<file path="src/rtl/arbitro_pkg.sv">
// Shared types for the data-memory arbiter: FSM states, return port and the
// read-return tag that travels alongside each memory read.
package arbitro_pkg;

   typedef enum logic [1:0] {
      LIBRE,
      CPU_ACC,
      VID_RAF
   } estado_t;

   typedef enum logic {
      P_CPU,
      P_VID
   } puerto_t;

   typedef struct packed {
      logic    valid;
      puerto_t port;
      logic    last;
   } tag_t;

   localparam tag_t TAG_NULO = '{valid: 1'b0, port: P_CPU, last: 1'b0};

endpackage

</file>
<file path="src/rtl/linea_retardo_tag.sv">
// RD_LAT-deep shift register of read-return tags, aligned with the memory read latency.
// tagSig exposes the tag that will reach tagOut on the next cycle.
module linea_retardo_tag
   import arbitro_pkg::*;
#(
   parameter int unsigned RD_LAT = 1
) (
   input  logic clk,
   input  logic rst_n,
   input  tag_t tagIn,
   output tag_t tagOut,
   output tag_t tagSig
);

   tag_t etapa [RD_LAT];

   always_ff @(posedge clk or negedge rst_n) begin
      if (!rst_n) begin
         for (int i = 0; i < RD_LAT; i++) begin
            etapa[i] <= TAG_NULO;
         end
      end else begin
         etapa[0] <= tagIn;
         for (int i = 1; i < RD_LAT; i++) begin
            etapa[i] <= etapa[i-1];
         end
      end
   end

   assign tagOut = etapa[RD_LAT-1];

   if (RD_LAT == 1) begin : gen_sig_directo
      assign tagSig = tagIn;
   end else begin : gen_sig_etapa
      assign tagSig = etapa[RD_LAT-2];
   end

endmodule

</file>
<file path="src/rtl/arbitro_memoria_datos.sv">
// Shares the single-port data memory between CPU load/store and video burst reads.
// Fixed CPU priority with a video anti-starvation counter; reads return via a tag pipeline.
module arbitro_memoria_datos
   import arbitro_pkg::*;
#(
   parameter int unsigned ADDR_W    = 32,
   parameter int unsigned DATA_W    = 32,
   parameter int unsigned RD_LAT    = 1,
   parameter int unsigned MAX_WAIT  = 8,
   parameter int unsigned MAX_BURST = 16
) (
   input  logic                         clk,
   input  logic                         rst_n,
   input  logic                         cpuReq,
   input  logic                         cpuWr,
   input  logic [ADDR_W-1:0]            cpuAddr,
   input  logic [DATA_W-1:0]            cpuDatoW,
   output logic                         cpuGnt,
   output logic                         cpuValid,
   output logic [DATA_W-1:0]            cpuDatoR,
   input  logic                         vidReq,
   input  logic [ADDR_W-1:0]            vidAddr,
   input  logic [$clog2(MAX_BURST)-1:0] vidLen,
   output logic                         vidGnt,
   output logic                         vidValid,
   output logic [DATA_W-1:0]            vidDatoR,
   output logic                         vidDone,
   output logic                         memWr,
   output logic [ADDR_W-1:0]            memAddr,
   output logic [DATA_W-1:0]            memDatoW,
   input  logic [DATA_W-1:0]            memDatoR
);

   localparam int unsigned LEN_W  = $clog2(MAX_BURST);
   localparam int unsigned BEAT_W = LEN_W + 1;
   localparam int unsigned WAIT_W = $clog2(MAX_WAIT + 1);

   estado_t             estadoQ, estadoD;
   logic [BEAT_W-1:0]   beatsQ, beatsD;
   logic [WAIT_W-1:0]   waitCntQ, waitCntD;
   logic [ADDR_W-1:0]   memAddrQ, memAddrD;
   logic [DATA_W-1:0]   memDatoWQ, memDatoWD;
   logic                memWrQ, memWrD;

   logic ultimoBeat, decide, forzarVid, cpuApto, gntCpu, gntVid, cpuRet;
   tag_t tagIn, tagOut, tagSig;

   always_comb begin
      ultimoBeat = (estadoQ == VID_RAF) && (beatsQ == BEAT_W'(1));
      decide     = (estadoQ != VID_RAF) || ultimoBeat;
      forzarVid  = vidReq && (waitCntQ >= WAIT_W'(MAX_WAIT));
      // A write completes on its issue cycle; hold it off if a read return lands then too.
      cpuApto    = cpuReq && !(cpuWr && tagSig.valid);
      gntVid     = rst_n && decide && vidReq && (forzarVid || !cpuApto);
      gntCpu     = rst_n && decide && cpuApto && !gntVid;
   end

   always_comb begin
      estadoD   = estadoQ;
      beatsD    = beatsQ;
      memAddrD  = memAddrQ;
      memDatoWD = memDatoWQ;
      memWrD    = 1'b0;
      if (gntCpu) begin
         estadoD   = CPU_ACC;
         memAddrD  = cpuAddr;
         memDatoWD = cpuDatoW;
         memWrD    = cpuWr;
      end else if (gntVid) begin
         estadoD  = VID_RAF;
         memAddrD = {vidAddr[ADDR_W-1:2], 2'b00};
         beatsD   = (vidLen == '0) ? BEAT_W'(MAX_BURST) : {1'b0, vidLen};
      end else if ((estadoQ == VID_RAF) && !ultimoBeat) begin
         memAddrD = memAddrQ + ADDR_W'(4);
         beatsD   = beatsQ - BEAT_W'(1);
      end else begin
         estadoD = LIBRE;
      end

      waitCntD = waitCntQ;
      if (!vidReq || gntVid) begin
         waitCntD = '0;
      end else if (waitCntQ < WAIT_W'(MAX_WAIT)) begin
         waitCntD = waitCntQ + WAIT_W'(1);
      end
   end

   always_ff @(posedge clk or negedge rst_n) begin
      if (!rst_n) begin
         estadoQ   <= LIBRE;
         beatsQ    <= '0;
         waitCntQ  <= '0;
         memAddrQ  <= '0;
         memDatoWQ <= '0;
         memWrQ    <= 1'b0;
      end else begin
         estadoQ   <= estadoD;
         beatsQ    <= beatsD;
         waitCntQ  <= waitCntD;
         memAddrQ  <= memAddrD;
         memDatoWQ <= memDatoWD;
         memWrQ    <= memWrD;
      end
   end

   always_comb begin
      tagIn       = TAG_NULO;
      tagIn.valid = ((estadoQ == CPU_ACC) && !memWrQ) || (estadoQ == VID_RAF);
      tagIn.port  = (estadoQ == VID_RAF) ? P_VID : P_CPU;
      tagIn.last  = ultimoBeat;
   end

   linea_retardo_tag #(
      .RD_LAT (RD_LAT)
   ) u_linea (
      .clk    (clk),
      .rst_n  (rst_n),
      .tagIn  (tagIn),
      .tagOut (tagOut),
      .tagSig (tagSig)
   );

   always_comb begin
      cpuRet   = tagOut.valid && (tagOut.port == P_CPU);
      vidValid = tagOut.valid && (tagOut.port == P_VID);
      vidDone  = vidValid && tagOut.last;
      cpuValid = cpuRet || ((estadoQ == CPU_ACC) && memWrQ);
      cpuDatoR = cpuRet ? memDatoR : '0;
      vidDatoR = vidValid ? memDatoR : '0;
      cpuGnt   = gntCpu;
      vidGnt   = gntVid;
      memWr    = memWrQ;
      memAddr  = memAddrQ;
      memDatoW = memDatoWQ;
   end

endmodule

</file>
<file path="config.mk">
export PLATFORM = sky130hd
export DESIGN_NAME = arbitro_memoria_datos
export DESIGN_NICKNAME = d
export VERILOG_FILES = /design/src/rtl/arbitro_pkg.sv /design/src/rtl/linea_retardo_tag.sv /design/src/rtl/arbitro_memoria_datos.sv
export SDC_FILE = /design/constraint.sdc
export NUM_CORES = 1
export LEC_CHECK = 0
export CAP_MARGIN = 20
export CORE_MARGIN = 2
export CORE_UTILIZATION = 43
export CTS_BUF_LIST = sky130_fd_sc_hd__clkbuf_8
export CTS_CLUSTER_DIAMETER = 200
export DETAILED_ROUTE_END_ITERATION = 8
export GPL_ROUTABILITY_DRIVEN = 0
export PLACE_DENSITY = 0.92
export SLEW_MARGIN = 30
export SYNTH_ARGS = -nofsm -noshare
export SYNTH_HDL_FRONTEND = slang
export SYNTH_SLANG_ARGS = --single-unit
</file>
<file path="constraint.sdc">
create_clock -name clk -period 3.9 [get_ports clk]
set_input_delay 0.39 -clock clk [delete_from_list [all_inputs] [get_ports clk]]
set_output_delay 0.39 -clock clk [all_outputs]
set_load 0.02 [all_outputs]
</file>
Word-level counts from Yosys, hierarchy flattened
Index checks and enable logic that the tools add are counted.

operators by class
  $add $sub $neg = 3
  $lt $le $gt $ge = 2
  equality and inequality tests = 5
  multiplexer cells = 15
  bitwise gates (word level) = 2
  reductions and logical operators = 31

operator list
  cell                                              count
  2-to-1 mux 32 bit                                 5
  adder 32 x 3 -> 32 bit, second input constant     1
  logical AND 1 bit                                 15
  2-to-1 mux 5 bit                                  3
  2-to-1 mux 4 bit                                  2
  logical NOT 1 bit                                 6
  2-to-1 mux 2 bit                                  3
  == test 5 x 1 -> 1 bit, second input constant     1
  logical OR 1 bit                                  5
  subtractor 5 x 1 -> 5 bit, second input constant  1
  adder 4 x 1 -> 4 bit, second input constant       1
  >= comparator 4 bit, second input constant        1
  logical NOT 4 bit                                 1
  < comparator 4 bit, second input constant         1
  nonzero test 2 bit                                2
  != test 3 bit, second input constant              1
  nonzero test 3 bit                                1
  == test 2 x 1 -> 1 bit, second input constant     1
  == test 2 bit, second input constant              1
  2-to-1 mux 1 bit                                  2
  != test 2 bit, second input constant              1
  inverter 1 bit                                    2
  AND reduction 2 bit                               1

storage, ports and cells
  bits in registers = 79
  input port bits = 137
  output and inout bits = 134
  logic and storage cells = 67

Logic depth before layout (Yosys ltp)
  depth in word-level cells = 13
  depth in mapped cells = 10
  mapped depth without buffers = 8

Modules after synthesis
A second synthesis with hierarchy kept.

unflattened totals
  cells, all modules = 495
  area, all modules = 4714.5 µm²

modules (own cells, without submodules)
  module                 instances  cells each  area an instance (µm²)  seq. area each (µm²)
  arbitro_memoria_datos  1          489         4616.9                  1901.8
  linea_retardo_tag      1          6           97.6                    75.1

Worst setup path before layout
OpenSTA, ideal clock, no wires.

  path type = reg2out
  start point = reg beatsQ[1]
  end point = out cpuGnt
  arrival time = 1753 ps
  data required time = 3510 ps
  slack = 1757 ps
  stages on the path, launching flop included = 8
  buffers on the path = 1
  cells stage by stage = dfrtp_1 inv_1 ha_1 or4b_4 nand2_1 nand4_4 inv_2 buf_2

on the way
  word-level cells in the longest chain between the ends = 8
  elaborated cells on any way between the ends = 9
  those cells by class = eq/ne: 1; reduce/logical: 8

ends and longest elaborated chain
  what                             line                                                      source
  from (decl)                      arbitro_memoria_datos.sv:39                               logic [BEAT_W-1:0] beatsQ, beatsD;
  from (signal assigned)           arbitro_memoria_datos.sv:98                               beatsQ <= beatsD;
  == test 5 x 1 -> 1 bit *         arbitro_memoria_datos.sv:49                               ultimoBeat = (estadoQ == VID_RAF) && (beatsQ == BEAT_W'(1));
  logical AND 1 bit *              arbitro_memoria_datos.sv:49
  logical OR 1 bit *               arbitro_memoria_datos.sv:50                               decide = (estadoQ != VID_RAF) || ultimoBeat;
  logical AND 1 bit *              arbitro_memoria_datos.sv:54, arbitro_memoria_datos.sv:55
  logical AND 1 bit (2 in series)  arbitro_memoria_datos.sv:54                               gntVid = rst_n && decide && vidReq && (forzarVid || !cpuApto);
  logical NOT 1 bit                arbitro_memoria_datos.sv:55                               gntCpu = rst_n && decide && cpuApto && !gntVid;
  logical AND 1 bit *              arbitro_memoria_datos.sv:55
  to (decl)                        arbitro_memoria_datos.sv:18                               output logic cpuGnt,

Mark *: on every way between the ends. The rest lies on a longest branch, timed or not.

Worst setup path in the final report
  start point = reg u_linea.etapa (netlist bit u_linea.tagOut[1])
  end point = out cpuDatoR[10]

on the way
  word-level cells in the longest chain between the ends = 3

ends and longest elaborated chain
  what                               line                          source
  from (decl)                        linea_retardo_tag.sv:15       tag_t etapa [RD_LAT];
  from (signal, indexed assignment)  linea_retardo_tag.sv:25       etapa[i] <= etapa[i-1];
  inverter 1 bit                     arbitro_memoria_datos.sv:124  cpuRet = tagOut.valid && (tagOut.port == P_CPU);
  logical AND 1 bit                  arbitro_memoria_datos.sv:124
  2-to-1 mux 32 bit                  arbitro_memoria_datos.sv:128  cpuDatoR = cpuRet ? memDatoR : '0;
  to (decl)                          arbitro_memoria_datos.sv:20   output logic [DATA_W-1:0] cpuDatoR,

Every way passes these cells.

==> impl_metrics.csv <==
group,metric,value,unit
synth,synth_area_leaders,"dfrtp_1, nand2_1, and3_1",
layout,seq_area,1980,µm²
pwr,vdd_drop_max,0.395,mV
placement,dpl_cell_area,7460,µm²
global_route,antenna_found_initial,0,
layout,final_area,7660,µm²
pwr,swShare,46.0,%
timing,slew_headroom,39.1,%
global_route,grt_max_degree,59,
detailed_routing,via_per_inst,5.74,
clock_tree,post_cts_buffers,0,
layout,fin_nets,963,
synth,ys_warn_count,0,
clock_tree,clk_pin_slew,80,ps
synth,ys_types,65,
timing,finalCriticalPeriod,3190,ps
clock_tree,clkSinkCount,79,
synth,synth-edff-count,0,
floorplan,num_rows,38,
global_route,grt_overflow,0,
pwr,pwr-share-clk,10.7,%
timing,hold_viol,0,
floorplan,initial_core_util,43.7,%
layout,fin_cells,966,
floorplan,ios,271,
synth,syn_nets,707,
timing,fin_crit_sh,81.7,%
placement,post-place-cells,949,
pwr,leakagePower,3.34,nW
clock_tree,cts_tree,"built",
pwr,powerDensity,703,nW/µm²
synth,yosys.cell_count.top_type,"nand2_1",
synth,yosysTopAreaCell,"dfrtp_1",
worst_setup_path,cp-start-kind,"flip-flop",
synth,synth_top_area_share,42.1,%
clock_tree,cts_buffers,9,
pwr,comb_power_share,60.0,%
layout,diodes,0,
clock_tree,hold_buffers,1,
outcome,status,"finished clean",
synth,ys_ff_latch,79,
detailed_routing,dr.first_iter.drc_count,525,
timing,fin_skew,13.5,ps
pwr,p_sw,2.48,mW
placement,dpl.hpwl,13400,µm
timing,tns,0,ps
worst_setup_path,critical_path_class,"flip-flop to output pin",
layout,multi_input_comb_area,2400,µm²
detailed_routing,drc,0,
layout,fin_util,71.3,%
global_route,grt_pass1_wl,27800,µm
job,max_cap_violations,0,
synth,synth-async-reset-ratio,100,%
detailed_routing,drtPass1Iterations,8,
detailed_routing,ant_nets,0,
min_path,hp-class,"flip-flop to flip-flop",
clock_tree,cts_htree_levels,3,
synth,synth_area,4690,µm²
timing,rsz0062_at_grt,"false",
synth,synth_common_cells,"nand2_1, dfrtp_1, and3_1",
timing,tightest_slew,907,ps
worst_setup_path,end_kind,"output pin",
worst_setup_path,worst-path-max-fanout,35,
pwr,p_seq_share,29.3,%
timing,setup_viol,0,
global_route,grt_pass1_vias,5306,
timing,drv_slew,0,
pwr,power.total,5.38,mW
layout,n_fill_cell,800,
clock_tree,clock_latency,350,ps
timing,fmax,0.314,GHz
floorplan,coreArea,10700,µm²
clock_tree,cts-resized-gates,0,
floorplan,die_width,108,µm
clock_tree,root_buffer,"clkbuf_8",
clock_tree,clk_path_buf_depth,2,
synth,ys.flop_type,"dfrtp_1",
detailed_routing,wl_per_cell,18.8,µm
floorplan,die_height,108,µm
detailed_routing,via_count,5543,
pwr,p_int,2.91,mW
synth,syn_inst,565,
layout,drive_gt1_share,4.84,%
synth,synth-seq-area-share,42.1,%
worst_setup_path,crit_required,3510,ps
synth,syn_area_per_cell,8.31,µm²
placement,portBuffers,268,
layout,area_delta_synth_final,63.1,%
global_route,track_usage,30.2,%
worst_setup_path,arrival,2800,ps
detailed_routing,totalWireLength,18100,µm
floorplan,die_area,11800,µm²
[worst max-delay path, stage by stage, from the launching register on]
cell             delay [ps]
dfrtp_1                 690
nor2b_1                 650
buf_4                   330
and2_1                  170
clkdlybuf4s50_1         610
[stage by stage]
step                      hold WS (ps)  setup WS, ps
after floorplan                   94.4          1760
after global placement             310          1220
after detailed placement           317          1110
after CTS                          483           736
after global routing               508           544
final                              481           714
[placed cells by master, fill, tap and decap left out, drive strengths merged, types with 6 or more instances in the layout]
cell type        n
clkdlybuf4s50  267
dfrtp           79
a222oi           6
a221oi           7
o22ai            7
buf             12
a22o             9
inv             39
nand3           17
nand2          125
nor2            23
nand4           10
a21oi           19
and2            36
o221ai           7
o21ai           23
nor3            11
clkbuf          11
and3            39
[state kept, by name, summed over array words and instances, names as in the netlist]
| register | flops |
|---|---|
| estadoQ | 2 |
| memAddr | 32 |
| memDatoW | 32 |
| u_linea.tagOut | 3 |
| beatsQ | 5 |
| waitCntQ | 4 |
| memWr | 1 |
[metal layers]
| metal | track usage [%] | vias to the layer above | part of all wire (%) |
|---|---|---|---|
| met5 | 0 | - | 0 |
| met1 | 35.0 | 2589 | 36 |
| li1 | - | 2506 | - |
| met3 | 9.64 | 62 | 11 |
| met4 | 12.5 | 0 | 3.7 |
| met2 | 51.3 | 386 | 49 |
[cells by family after synthesis]
| family | count (synthesis) | share of synthesized area (%) |
|---|---|---|
| compound gates | 120 | 18.6 |
| buf+inv | 75 | 6.80 |
| simple gates | 280 | 30.0 |
| flops | 79 | 42.1 |
| mux | 1 | 0.213 |
| fa+ha+maj | 5 | 1.33 |
| xor+xnor | 5 | 0.933 |
[final cells by class]
cell class              count  share of cell area [%]
well taps                 140                    2.29
multi-input cells         411                    31.3
flip-flops and latches     79                    25.8
inverters                  40                    1.96
clock buffers              11                    1.98
clock inverters             5                   0.425
repair buffers            280                    36.2
[power by group through the flow]
stage / logic (mW) / registers (mW) / clock network, mW
after CTS: 3.22 / 1.56 / 0.583
after detailed placement: 3.21 / 1.57 / 0
after floorplan: 1.39 / 1.85 / 0
after global routing: 3.46 / 1.62 / 0.614
final: 3.23 / 1.58 / 0.575
after global placement: 3.12 / 1.54 / 0
[final timing paths]
check	slack, ps	end	start	depth (start not counted)
max in group asynchronous	2300	memAddr[26]$_DFFE_PN0P_	rst_n	3
setup reg to reg	1120	memAddr[6]$_DFFE_PN0P_	beatsQ[1]$_DFFE_PN0P_	8
hold reg to reg	480	memDatoW[9]$_DFFE_PN0P_	memDatoW[9]$_DFFE_PN0P_	2
min in group asynchronous	530	memAddr[21]$_DFFE_PN0P_	rst_n	2
setup / recovery	710	cpuDatoR[10]	u_linea.tagOut[1]$_DFF_PN0_	4
hold / removal	480	memDatoW[9]$_DFFE_PN0P_	memDatoW[9]$_DFFE_PN0P_	2
Power figures use the tool's default switching activity.
